## src/rtl/ws2812_strand_driver.sv

```systemverilog
// WS2812 strand driver: prefetches one {G,R,B} colour per LED over a request/valid
// handshake and serialises it as NRZ pulses, with a latch gap after every frame.
module ws2812_strand_driver #(
  parameter int unsigned NUM_LEDS          = 50,
  parameter int unsigned LED_ADDRESS_WIDTH = 6,
  parameter int unsigned BIT_CYCLES        = 125,
  parameter int unsigned T0H_CYCLES        = 40,
  parameter int unsigned T1H_CYCLES        = 80,
  parameter int unsigned RESET_CYCLES      = 8000
) (
  input  logic                         clk,
  input  logic                         rst_n,
  input  logic [7:0]                   green_in,
  input  logic [7:0]                   red_in,
  input  logic [7:0]                   blue_in,
  input  logic                         color_valid,
  output logic [LED_ADDRESS_WIDTH:0]   next_led_request,
  output logic                         strand_out,
  output logic                         frame_done
);

  localparam int unsigned CntMax   = (RESET_CYCLES > BIT_CYCLES) ? RESET_CYCLES : BIT_CYCLES;
  localparam int unsigned CntWidth = $clog2(CntMax + 1);
  localparam int unsigned LedWidth = $clog2(NUM_LEDS + 1);
  localparam int unsigned ReqWidth = LED_ADDRESS_WIDTH + 1;

  localparam logic [CntWidth-1:0] GapEnd  = CntWidth'(RESET_CYCLES);
  localparam logic [CntWidth-1:0] BitEnd  = CntWidth'(BIT_CYCLES - 1);
  localparam logic [CntWidth-1:0] T0High  = CntWidth'(T0H_CYCLES);
  localparam logic [CntWidth-1:0] T1High  = CntWidth'(T1H_CYCLES);
  localparam logic [LedWidth-1:0] LastLed = LedWidth'(NUM_LEDS - 1);
  localparam logic [ReqWidth-1:0] LastReq = ReqWidth'(NUM_LEDS - 1);

  typedef enum logic [1:0] {StGap, StLoad, StBit} state_e;

  state_e               state_q, state_d;
  logic [CntWidth-1:0]  cnt_q, cnt_d;
  logic [23:0]          shift_q, shift_d;
  logic [4:0]           bit_idx_q, bit_idx_d;
  logic [LedWidth-1:0]  led_cnt_q, led_cnt_d;
  logic                 post_reset_q, post_reset_d;
  logic                 frame_done_q, frame_done_d;
  logic [23:0]          buf_q, buf_d;
  logic                 buf_full_q, buf_full_d;
  logic [ReqWidth-1:0]  req_q, req_d;
  logic                 settle_q, settle_d;
  logic                 load_take;
  logic                 capture;
  logic                 strand_bit;

  // Shifter FSM: gap timing, buffer hand-off and per-bit pulse shaping.
  always_comb begin
    state_d      = state_q;
    cnt_d        = cnt_q;
    shift_d      = shift_q;
    bit_idx_d    = bit_idx_q;
    led_cnt_d    = led_cnt_q;
    post_reset_d = post_reset_q;
    frame_done_d = 1'b0;
    load_take    = 1'b0;
    strand_bit   = 1'b0;
    unique case (state_q)
      StGap: begin
        if (cnt_q == GapEnd) begin
          state_d      = StLoad;
          cnt_d        = '0;
          // The gap right after reset ends no frame, so it raises no pulse.
          frame_done_d = ~post_reset_q;
          post_reset_d = 1'b0;
        end else begin
          cnt_d = cnt_q + CntWidth'(1);
        end
      end
      StLoad: begin
        // Without a buffered colour the line idles low rather than sending junk.
        if (buf_full_q) begin
          load_take = 1'b1;
          shift_d   = buf_q;
          bit_idx_d = 5'd23;
          cnt_d     = '0;
          state_d   = StBit;
        end
      end
      StBit: begin
        strand_bit = (cnt_q < (shift_q[23] ? T1High : T0High));
        if (cnt_q == BitEnd) begin
          cnt_d = '0;
          if (bit_idx_q == 5'd0) begin
            if (led_cnt_q == LastLed) begin
              led_cnt_d = '0;
              state_d   = StGap;
            end else begin
              led_cnt_d = led_cnt_q + LedWidth'(1);
              state_d   = StLoad;
            end
          end else begin
            bit_idx_d = bit_idx_q - 5'd1;
            shift_d   = {shift_q[22:0], 1'b0};
          end
        end else begin
          cnt_d = cnt_q + CntWidth'(1);
        end
      end
      default: state_d = StGap;
    endcase
  end

  // Prefetch buffer: capture only outside the settle cycle that follows a request change.
  always_comb begin
    capture    = ~buf_full_q & color_valid & ~settle_q;
    buf_d      = capture ? {green_in, red_in, blue_in} : buf_q;
    settle_d   = capture;
    req_d      = req_q;
    buf_full_d = buf_full_q;
    if (load_take) begin
      buf_full_d = 1'b0;
    end else if (capture) begin
      buf_full_d = 1'b1;
      req_d      = (req_q == LastReq) ? '0 : req_q + ReqWidth'(1);
    end
  end

  // State registers; reset starts in the gap and treats cycle 0 as a settle cycle.
  always_ff @(posedge clk or negedge rst_n) begin
    if (!rst_n) begin
      state_q      <= StGap;
      cnt_q        <= '0;
      shift_q      <= '0;
      bit_idx_q    <= '0;
      led_cnt_q    <= '0;
      post_reset_q <= 1'b1;
      frame_done_q <= 1'b0;
      buf_q        <= '0;
      buf_full_q   <= 1'b0;
      req_q        <= '0;
      settle_q     <= 1'b1;
    end else begin
      state_q      <= state_d;
      cnt_q        <= cnt_d;
      shift_q      <= shift_d;
      bit_idx_q    <= bit_idx_d;
      led_cnt_q    <= led_cnt_d;
      post_reset_q <= post_reset_d;
      frame_done_q <= frame_done_d;
      buf_q        <= buf_d;
      buf_full_q   <= buf_full_d;
      req_q        <= req_d;
      settle_q     <= settle_d;
    end
  end

  // Line level decodes straight from flops, so reset drops it without waiting for a clock.
  assign strand_out       = strand_bit;
  assign frame_done       = frame_done_q;
  assign next_led_request = req_q;

endmodule

```

## config.mk

```make
export PLATFORM = sky130hd
export DESIGN_NAME = ws2812_strand_driver
export DESIGN_NICKNAME = d
export VERILOG_FILES = /design/src/rtl/ws2812_strand_driver.sv
export SDC_FILE = /design/constraint.sdc
export NUM_CORES = 1
export LEC_CHECK = 0
export BUFFER_PORTS_ARGS = -buffer_cell sky130_fd_sc_hd__clkbuf_2
export CORE_ASPECT_RATIO = 1.75
export CORE_UTILIZATION = 64
export DETAILED_ROUTE_END_ITERATION = 16
export PLACE_DENSITY = 0.83
export RECOVER_POWER = 50
export REMOVE_ABC_BUFFERS = 1
export SYNTH_ARGS = -nofsm -noshare
export SYNTH_HDL_FRONTEND = slang
export SYNTH_SLANG_ARGS = --single-unit
```

## constraint.sdc

```tcl
create_clock -name clk -period 3.2 [get_ports clk]
set_input_delay 0.8 -clock clk [delete_from_list [all_inputs] [get_ports clk]]
set_output_delay 0.8 -clock clk [all_outputs]
set_load 0.01 [all_outputs]
```

==> results of run 1 <==
state kept, by name, summed over array words and instances, names as in the netlist:
| signal | flops |
|---|---|
| state_q | 2 |
| frame_done | 1 |
| next_led_request | 7 |
| bit_idx_q | 5 |
| settle_q | 1 |
| cnt_q | 13 |
| post_reset_q | 1 |
| led_cnt_q | 6 |
| buf_full_q | 1 |
| buf_q | 24 |
| shift_q | 24 |
worst reg2reg max path, stage by stage, from the launching register on:
cell	delay (ns)
dfrtp_1	0.42
inv_1	0.11
ha_1	0.25
nor2b_1	0.56
nor2_1	0.15
and2_0	0.62
a21oi_1	0.35
cells by family after synthesis:
group / synth area share
buffers and inverters: 0.0350
AO/OA/AOI/OAI: 0.120
XOR/XNOR: 0.0254
AND/OR/NAND/NOR: 0.200
adder cells (fa/ha/maj): 0.0453
multiplexers: 0.0607
flip-flops: 0.514
per-stage QoR:
step,hold WS [ns],util
after floorplan,0.445,-
after global placement,0.457,0.703
after detailed placement,0.462,0.703
after CTS,0.481,0.728
after global routing,0.496,0.727
final,0.476,0.727
worst paths after layout:
kind | startpoint | to | slack [ns]
hold / removal | buf_q[11]$_DFFE_PN0P_ | buf_q[11]$_DFFE_PN0P_ | 0.48
max in group asynchronous | rst_n | next_led_request[2]$_DFFE_PN0P_ | 0.97
min in group asynchronous | rst_n | cnt_q[9]$_DFFE_PN0P_ | 1.01
hold reg to reg | buf_q[11]$_DFFE_PN0P_ | buf_q[11]$_DFFE_PN0P_ | 0.48
setup reg to reg | state_q[1]$_DFFE_PN0P_ | shift_q[8]$_DFFE_PN0P_ | 0.66
setup / recovery | shift_q[23]$_DFFE_PN0P_ | strand_out | 0.63
final cells by class:
class / count / share of cell area
inverter: 14 / 0.0116
sequential: 85 / 0.471
timing repair buffer: 41 / 0.0478
clock buffer: 13 / 0.0307
multi-input combinational: 307 / 0.414
tap: 80 / 0.0221
clock inverter: 3 / 0.00332
layer usage:
layer  up-vias  wire length [µm]  GRT usage
met1      1557              3440      0.295
met2        61              4440      0.484
met4         0               274      0.145
met3        22               229     0.0633
li1       1520                 -          -
met5         -                 0          0
cell usage after synthesis, types with 7 or more instances:
cell type	instances
o21ai_0	14
ha_1	15
nor2_1	20
nand4_1	7
dfrtp_1	83
mux2i_1	24
nand2_1	92
xor2_1	11
a21oi_1	53
nand3_1	14
clkbuf_1	7
inv_1	14
where the power goes:
group,internal (µW),leakage (µW),switching [µW]
Sequential,1070,0.00116,0
Clock,279,0.0000812,362
Combinational,11.3,0.000963,23.9
==> metrics.cfg, run 1 <==
[worst_setup_path]
cp_max_fo=4
worstSetupStartpointType=register
path_buf_inv=2
cp_top_family=compound AO/OA/AOI/OAI gates
cp.arrival_ns=1.77
crit_chain=inv_1, ha_1, o21a_1, o21ai_0, nand2b_1, a21oi_1, clkbuf_2
crit_cells=7
critPathMaxStageDelay_ns=0.41
crit_path_end_kind=output pin
slowest_stage=dfrtp_1
crit_type=reg -> out
worstPathRequired_ns=2.40
reg2reg_depth=6

[power_and_ir_drop]
total_power_uw=1750
p_per_area_nw_per_um2=387
peakVddDrop_mv=0.367
p_leak_uw=0.00220

[placed_design]
pre_cts_ws_ns=0.710
gp_congestion=0.828
port_buffers=35
dp_hpwl_mm=5.65
post-place-cells=527
post_dp_cell_area_um2=4380

[drt]
num_vias=3160
postRouteAntennaNets=0
vias_per_cell=5.82
routedWlPerCell_um=15.4
drt-total-wl_mm=8.38
drt_first_iter_violations=189
drt-pass1-iter-count=4
route.detailed.drc=0

[clocking]
htree_levels=3
clk_path_buf_depth=2
clk_pin_slew_worst_paths_ns=0.08
hold_buffers=0
cts_sinks=85
ctsResizeCount=0
cts-buffers-inserted=9
post-cts-setup-buffers=0
insertion_delay_ns=0.36
cts_tree=done
clock-root-buffer=clkbuf_8

[die]
die_w_um=62.8
start_util=0.666
dieArea_um2=6820
fp.coreArea_um2=6230
die-height_um=108
num_rows=38
ioPinCount=36

[run_status]
violations=max-capacitance violations, max-slew violations
status=complete, but fails checks

[timing]
post-route-min-period_ns=2.57
skew_ns=0.00483
setup_tns_ns=0
hold_viol=0
setup_ws_ns=0.631
worst_pin_slew_ns=2.05
finalSetupViolCount=0
fmax_ghz=0.389
post-route-period-util=0.803
grt_setup_unrepaired=no
max_slew_margin=-0.368
drv_slew=86

[cells_and_area]
layout.area.seq_um2=2130
antennaDiodeCount=0
final_cell_count_no_fill=543
design_area_um2=4530
final_cell_mix=nand2_1, dfrtp_1, a21oi_1, clkbuf_2, mux2i_1
n_fill_cell=487
drive_above_1_share=0.143
multiInputGateArea_um2=1870
final_common_cell=nand2_1
nNetsFinal=500
area_delta_synth_final_pct=9.18

[synthesis]
synth-seq-area-share=0.514
synthCells=425
synth_edf_count=0
netlist_area_um2=4150
synth_flop_cell=dfrtp_1
synth_area_leaders=dfrtp_1, nand2_1, a21oi_1
yosys.area.top_type_share=0.501
async_reset_ff_frac=1.00
synth_top_area_cell=dfrtp_1
ys_types=53
syn_area_per_cell_um2=9.75
synth-seq-cells=85
yosysWarnings=0

[hold_path]
min_path_cells=2
hold_path.class=reg -> reg

[grt]
grt_pass1_wl_mm=14.2
grt_util_all_layers=0.271
grt_max_degree=86
grt_pass1_vias=3200
antenna_found_initial=0
overflow=0

[job]
maxCapViolCount=1

No activity file was read; power rests on OpenSTA's default activity.
==> inputs of run 2 (changes only) <==
- ABC_AREA: unset -> 1
- CORE_UTILIZATION: 64 -> 60
- PLACE_DENSITY: 0.83 -> 0.78
- clock period: 3.2 -> 2.5 ns (I/O delays scaled with it)
==> run 2 against run 1 <==
  * The run still ends with max-capacitance violations, max-slew violations left
  * Synthesized cell count rose by 22%
  * Area after synthesis rose by 6.8%
  * Routed wire length decreased by 6.0%
  * Via count increased by 5.6%
  * Sequential share of layout area fell by 4.4 points
==> metrics.cfg, run 2 <==
[die]
die_w_um=66.9
fp.coreArea_um2=7180
start_util=0.616
ioPinCount=36
die-height_um=116
num_rows=41
dieArea_um2=7740

[timing]
post-route-min-period_ns=2.31
post-route-period-util=0.925
setup_ws_ns=0.186
skew_ns=0.00453
drv_slew=36
finalSetupViolCount=0
max_slew_margin=-0.311
fmax_ghz=0.432
grt_setup_unrepaired=no
worst_pin_slew_ns=1.97
hold_viol=0

[synthesis]
ys_types=33
yosysWarnings=0
synth-seq-area-share=0.481
async_reset_ff_frac=1.00
synth.most_common_cell=nand2_1
yosys.area.top_type_share=0.469
synth_edf_count=0
synth-seq-cells=85
synth_area_leaders=dfrtp_1, nand2_1, mux2i_1
netlist_area_um2=4430
synth_flop_cell=dfrtp_1
syn_area_per_cell_um2=8.53
synthTopCellsByCount=nand2_1, dfrtp_1, inv_1
synthCells=519
synth_top_area_cell=dfrtp_1

[grt]
grt_pass1_vias=3341
antenna_found_initial=0
grt_util_all_layers=0.238
overflow=0
grt_max_degree=57
grt_pass1_wl_mm=13.8

[clocking]
ctsResizeCount=0
insertion_delay_ns=0.34
cts_tree=done
cts-buffers-inserted=9
clock-root-buffer=clkbuf_16
clk_pin_slew_worst_paths_ns=0.06
hold_buffers=0
clk_path_buf_depth=2
htree_levels=3
cts_sinks=85
post-cts-setup-buffers=0

[drt]
route.detailed.drc=0
routedWlPerCell_um=12.2
drt-total-wl_mm=7.88
drt-pass1-iter-count=4
vias_per_cell=5.16
num_vias=3336
postRouteAntennaNets=0
drt_first_iter_violations=119

[worst_setup_path]
timing.rr.start=state_q[0]$_DFFE_PN0P_
crit_type=reg -> out
worstSetupStartpointType=register
cp_max_fo=6
r2r-end=bit_idx_q[4]$_DFFE_PN0P_
crit_path_end_kind=output pin
rrSetupSlack_ns=0.48
worstPathRequired_ns=1.88
reg2reg_depth=9
cp.arrival_ns=1.69

[hold_path]
hold_start=post_reset_q$_DFFE_PN1P_
hold_path.class=reg -> reg
min_path_cells=1
min_to=post_reset_q$_DFFE_PN1P_

[placed_design]
port_buffers=35
dp_hpwl_mm=5.75
post_dp_cell_area_um2=4680
gp_congestion=0.846
pre_cts_ws_ns=0.489

[run_status]
violations=max-capacitance violations, max-slew violations
status=complete, but fails checks

[cells_and_area]
antennaDiodeCount=0
final_common_cell=nand2_1
design_area_um2=4990
drive_above_1_share=0.193
final_cell_mix=nand2_1, dfrtp_1, inv_1, clkbuf_2, nor2_1
nNetsFinal=598
area_delta_synth_final_pct=12.7
top_regs=buf_q (24), shift_q (24), cnt_q (13)
n_fill_cell=572

[power_and_ir_drop]
p_leak_uw=0.00259
p_per_area_nw_per_um2=568
peakVddDrop_mv=0.589

[job]
maxCapViolCount=1

-- run 2: changes by cell type in the layout (fill, tap and decap cells not counted), sizes merged, moves of 4 or more --
cell / before / now
a21oi: 53 / 8
and3: 5 / 0
inv: 14 / 61
nand2: 94 / 188
nand2b: 4 / 0
nand3: 14 / 25
nor2: 20 / 35
o21ai: 15 / 35
o31ai: 5 / 0
-- run 2: routing by layer --
layer | up-vias | share of wire | track usage | wire, µm
met5 | - | 0 | 0 | 0
met1 | 1578 | 0.41 | 0.252 | 3200
met3 | 21 | 0.023 | 0.0463 | 183
li1 | 1694 | - | - | -
met2 | 43 | 0.54 | 0.427 | 4240
met4 | 0 | 0.032 | 0.133 | 250
-- run 2: worst max-delay path by stage --
stage | startpoint | end
floorplan | state_q[0]$_DFFE_PN0P_ | bit_idx_q[2]$_DFFE_PN0P_
global placement | state_q[0]$_DFFE_PN0P_ | shift_q[23]$_DFFE_PN0P_
detailed placement | state_q[0]$_DFFE_PN0P_ | bit_idx_q[4]$_DFFE_PN0P_
CTS | state_q[0]$_DFFE_PN0P_ | strand_out
global route | state_q[0]$_DFFE_PN0P_ | strand_out
finish | state_q[0]$_DFFE_PN0P_ | strand_out
-- run 2: power by group --
part | internal [µW] | switching (µW)
clock | 894 | 514
combinational | 18.3 | 32.5
sequential | 1380 | 0
-- run 2: layout make-up --
class / count / area (µm²) / area share
flip-flops and latches: 85 / 2130 / 0.427
multi-input cells: 357 / 1960 / 0.392
repair buffers: 42 / 250 / 0.0502
clock buffers: 11 / 243 / 0.0487
inverters: 61 / 229 / 0.0459
well taps: 86 / 108 / 0.0216
clock inverters: 4 / 72.6 / 0.0145
-- run 2: kinds of logic (layout without fill, tap and decap cells) --
logic type,count (synthesis),in the layout,synth area share
AO/OA/AOI/OAI,47,47,0.0729
XOR/XNOR,12,12,0.0237
adder cells (fa/ha/maj),15,15,0.0424
buffers and inverters,77,118,0.0763
flip-flops,85,85,0.481
multiplexers,23,23,0.0520
AND/OR/NAND/NOR,260,260,0.252
-- run 2: stage by stage --
stage | setup TNS (ns) | hold WS, ns | std cells | utilization | total power [µW]
3_3_place_gp | 0 | 0.446 | 631 | 0.652 | 1450
2_1_floorplan | -18.89 | 0.329 | 503 | - | 1400
6_report | 0 | 0.457 | 646 | 0.695 | 2840
5_1_grt | 0 | 0.469 | 646 | 0.695 | 2920
3_5_place_dp | 0 | 0.450 | 631 | 0.652 | 1450
4_1_cts | 0 | 0.249 | 646 | 0.696 | 2870
-- run 2: critical path, cell delays in order (launching register included) --
cell and delay [ns]:
dfrtp_1 0.44, inv_1 0.11, ha_1 0.17, inv_1 0.12
nor2_1 0.10, nand4_1 0.13, a21oi_1 0.14, clkbuf_2 0.15
==> inputs of run 3 (changes only) <==
- ABC_AREA: 1 -> 0
- CORE_UTILIZATION: 60 -> 35
- PLACE_DENSITY: 0.78 -> 0.51
- clock period: 2.5 -> 2 ns (I/O delays scaled with it)
==> run 3 against run 2 <==
  * The flow finishes with violations (design-rule violations, negative setup slack)
  * Global-route usage shrank 7.9 points
  * Worst hold slack lost 0.18 ns
  * Register-to-register slack lost 0.49 ns
  * Count of clock-buffer cells in the layout grew 5
  * Combinational power grew 18%
  * Clock power grew 14%
  * First-iteration DRC count grew 31%
  * Routed wire length grew 19%
  * Sequential power grew 25%
  * Critical path depth shrank 1
  * Die area grew 59%
  * Sequential share of layout area shrank 1.4 points
  * Largest cell class unchanged
  * Largest power group is now registers
==> metrics.cfg, run 3 (synthesis results as in run 1) <==
[run_status]
status=complete, but fails checks
violations=design-rule violations, negative setup slack

[drt]
met3_length_um=232
postRouteAntennaNets=0
drt-total-wl_mm=9.36
route.detailed.drc=2
top_layer=met4
num_vias=3206
drt_first_iter_violations=156
vias_per_cell=5.13
wl_met2_mm=5.10
drt-pass1-iter-count=10
routedWlPerCell_um=15.0
drt-met1-wl_mm=3.80

[cells_and_area]
final_cell_count_no_fill=625
nNetsFinal=527
fin_util=0.446
top_regs=buf_q (24), shift_q (24), cnt_q (13)
n_fill_cell=1173
final_cell_mix=nand2_1, dfrtp_1, clkbuf_2, a21oi_1, buf_4
multiInputGateArea_um2=2030
final_common_cell=nand2_1
layout.area.seq_um2=2130
antennaDiodeCount=0
area_delta_synth_final_pct=24.5
drive_above_1_share=0.259

[grt]
antenna_found_initial=0
grt_pass1_vias=3324
grt_util_all_layers=0.159
grt_max_degree=37
overflow=0
grt_pass1_wl_mm=15.6

[timing]
skew_ns=0.00546
post-route-min-period_ns=2.07
finalSetupViolCount=2
fmax_ghz=0.483
setup_ws_ns=-0.0706
grt_setup_unrepaired=yes
max_slew_margin=0.387
worst_pin_slew_ns=0.920
post-route-period-util=1.04
drv_slew=0
hold_viol=0

[die]
dieArea_um2=12300
die-height_um=146
start_util=0.358
ioPinCount=36
die_w_um=84.3
fp.coreArea_um2=11600
num_rows=52

[clocking]
clk_path_buf_depth=2
clock-root-buffer=clkbuf_16
insertion_delay_ns=0.33
cts-buffers-inserted=9
clk_pin_slew_worst_paths_ns=0.06
htree_levels=3
cts_sinks=85
cts_tree=done

[placed_design]
post-place-cells=600
port_buffers=35
dp_hpwl_mm=6.32
gp_congestion=0.778

[hold_path]
hold_path.class=in -> async

[power_and_ir_drop]
peakVddDrop_mv=0.532
p_per_area_nw_per_um2=657
total_power_uw=3390
p_leak_uw=0.00242

[worst_setup_path]
worstSetupStartpointType=register
cp.arrival_ns=1.57
reg2reg_depth=6
crit_type=reg -> out
crit_path_end_kind=output pin
cp_max_fo=2
worstPathRequired_ns=1.50

[job]
maxCapViolCount=0

==> run 3: changes by cell type in the layout (fill, tap and decap cells not counted), moves of 9 or more <==
cell,previous run,this run
nand2_1,168,92
inv_1,56,13
a21oi_1,7,31
a21oi_2,0,20
buf_4,5,25
nand2_2,20,1
o21ai_2,18,1
nor2_1,31,20
nand3_1,22,13
==> run 3: critical path, stage by stage, from the launching register on <==
cell      delay, ns
dfrtp_1        0.37
inv_2          0.06
buf_4          0.13
ha_1           0.17
nand4b_1       0.23
a21oi_2        0.14
buf_2          0.14
==> run 3: area by class of cell <==
| class | instances | share of cell area |
|---|---|---|
| tap | 135 | 0.0327 |
| clock buffer | 16 | 0.0565 |
| sequential | 85 | 0.413 |
| multi-input combinational | 307 | 0.392 |
| timing repair buffer | 68 | 0.0955 |
| inverter | 14 | 0.0102 |
==> run 3: metrics by stage <==
stage	area [µm²]	hold WS, ns	TNS (ns)	setup WS [ns]
after detailed placement	4620	0.464	-0.121	-0.0390
after floorplan	4050	0.204	-47.18	-1.54
after global routing	5160	0.335	-1.06	-0.175
after CTS	4970	0.138	-0.0852	-0.0852
final	5160	0.279	-0.0849	-0.0706
after global placement	4620	0.462	0	0.0300
==> run 3: per-layer routing <==
metal | up-vias | GRT usage
met5 | - | 0
met4 | 0 | 0.0621
met1 | 1568 | 0.174
met3 | 15 | 0.0255
met2 | 46 | 0.300
li1 | 1577 | -
==> run 3: worst paths after layout <==
check                                              from                endpoint  slack, ns
worst min-delay path                              rst_n    cnt_q[3]$_DFFE_PN0P_       0.28
worst max-delay path            shift_q[23]$_DFFE_PN0P_              strand_out      -0.07
worst min register to register     buf_q[6]$_DFFE_PN0P_    buf_q[6]$_DFFE_PN0P_       0.48
min in group clk                              red_in[5]   buf_q[13]$_DFFE_PN0P_       0.36
max in group asynchronous                         rst_n    buf_q[0]$_DFFE_PN0P_       0.31
worst max register to register     cnt_q[4]$_DFFE_PN0P_  state_q[1]$_DFFE_PN0P_      -0.01
==> run 3: where the power goes <==
part	switching (µW)	total, µW	leakage (µW)	internal [µW]
Sequential	0	1720	0.00115	1720
Combinational	40.3	59.7	0.00113	19.4
Clock	634	1610	0.000143	980
==> run 3: timing repair <==
item	4_1_cts	5_1_grt
resized for setup	8	36
hold buffers	0	0
cloned	0	3
endpoints found under the hold margin	0	0
setup endpoints to repair	5	35
buffers inserted	4	2
pin swaps	5	4
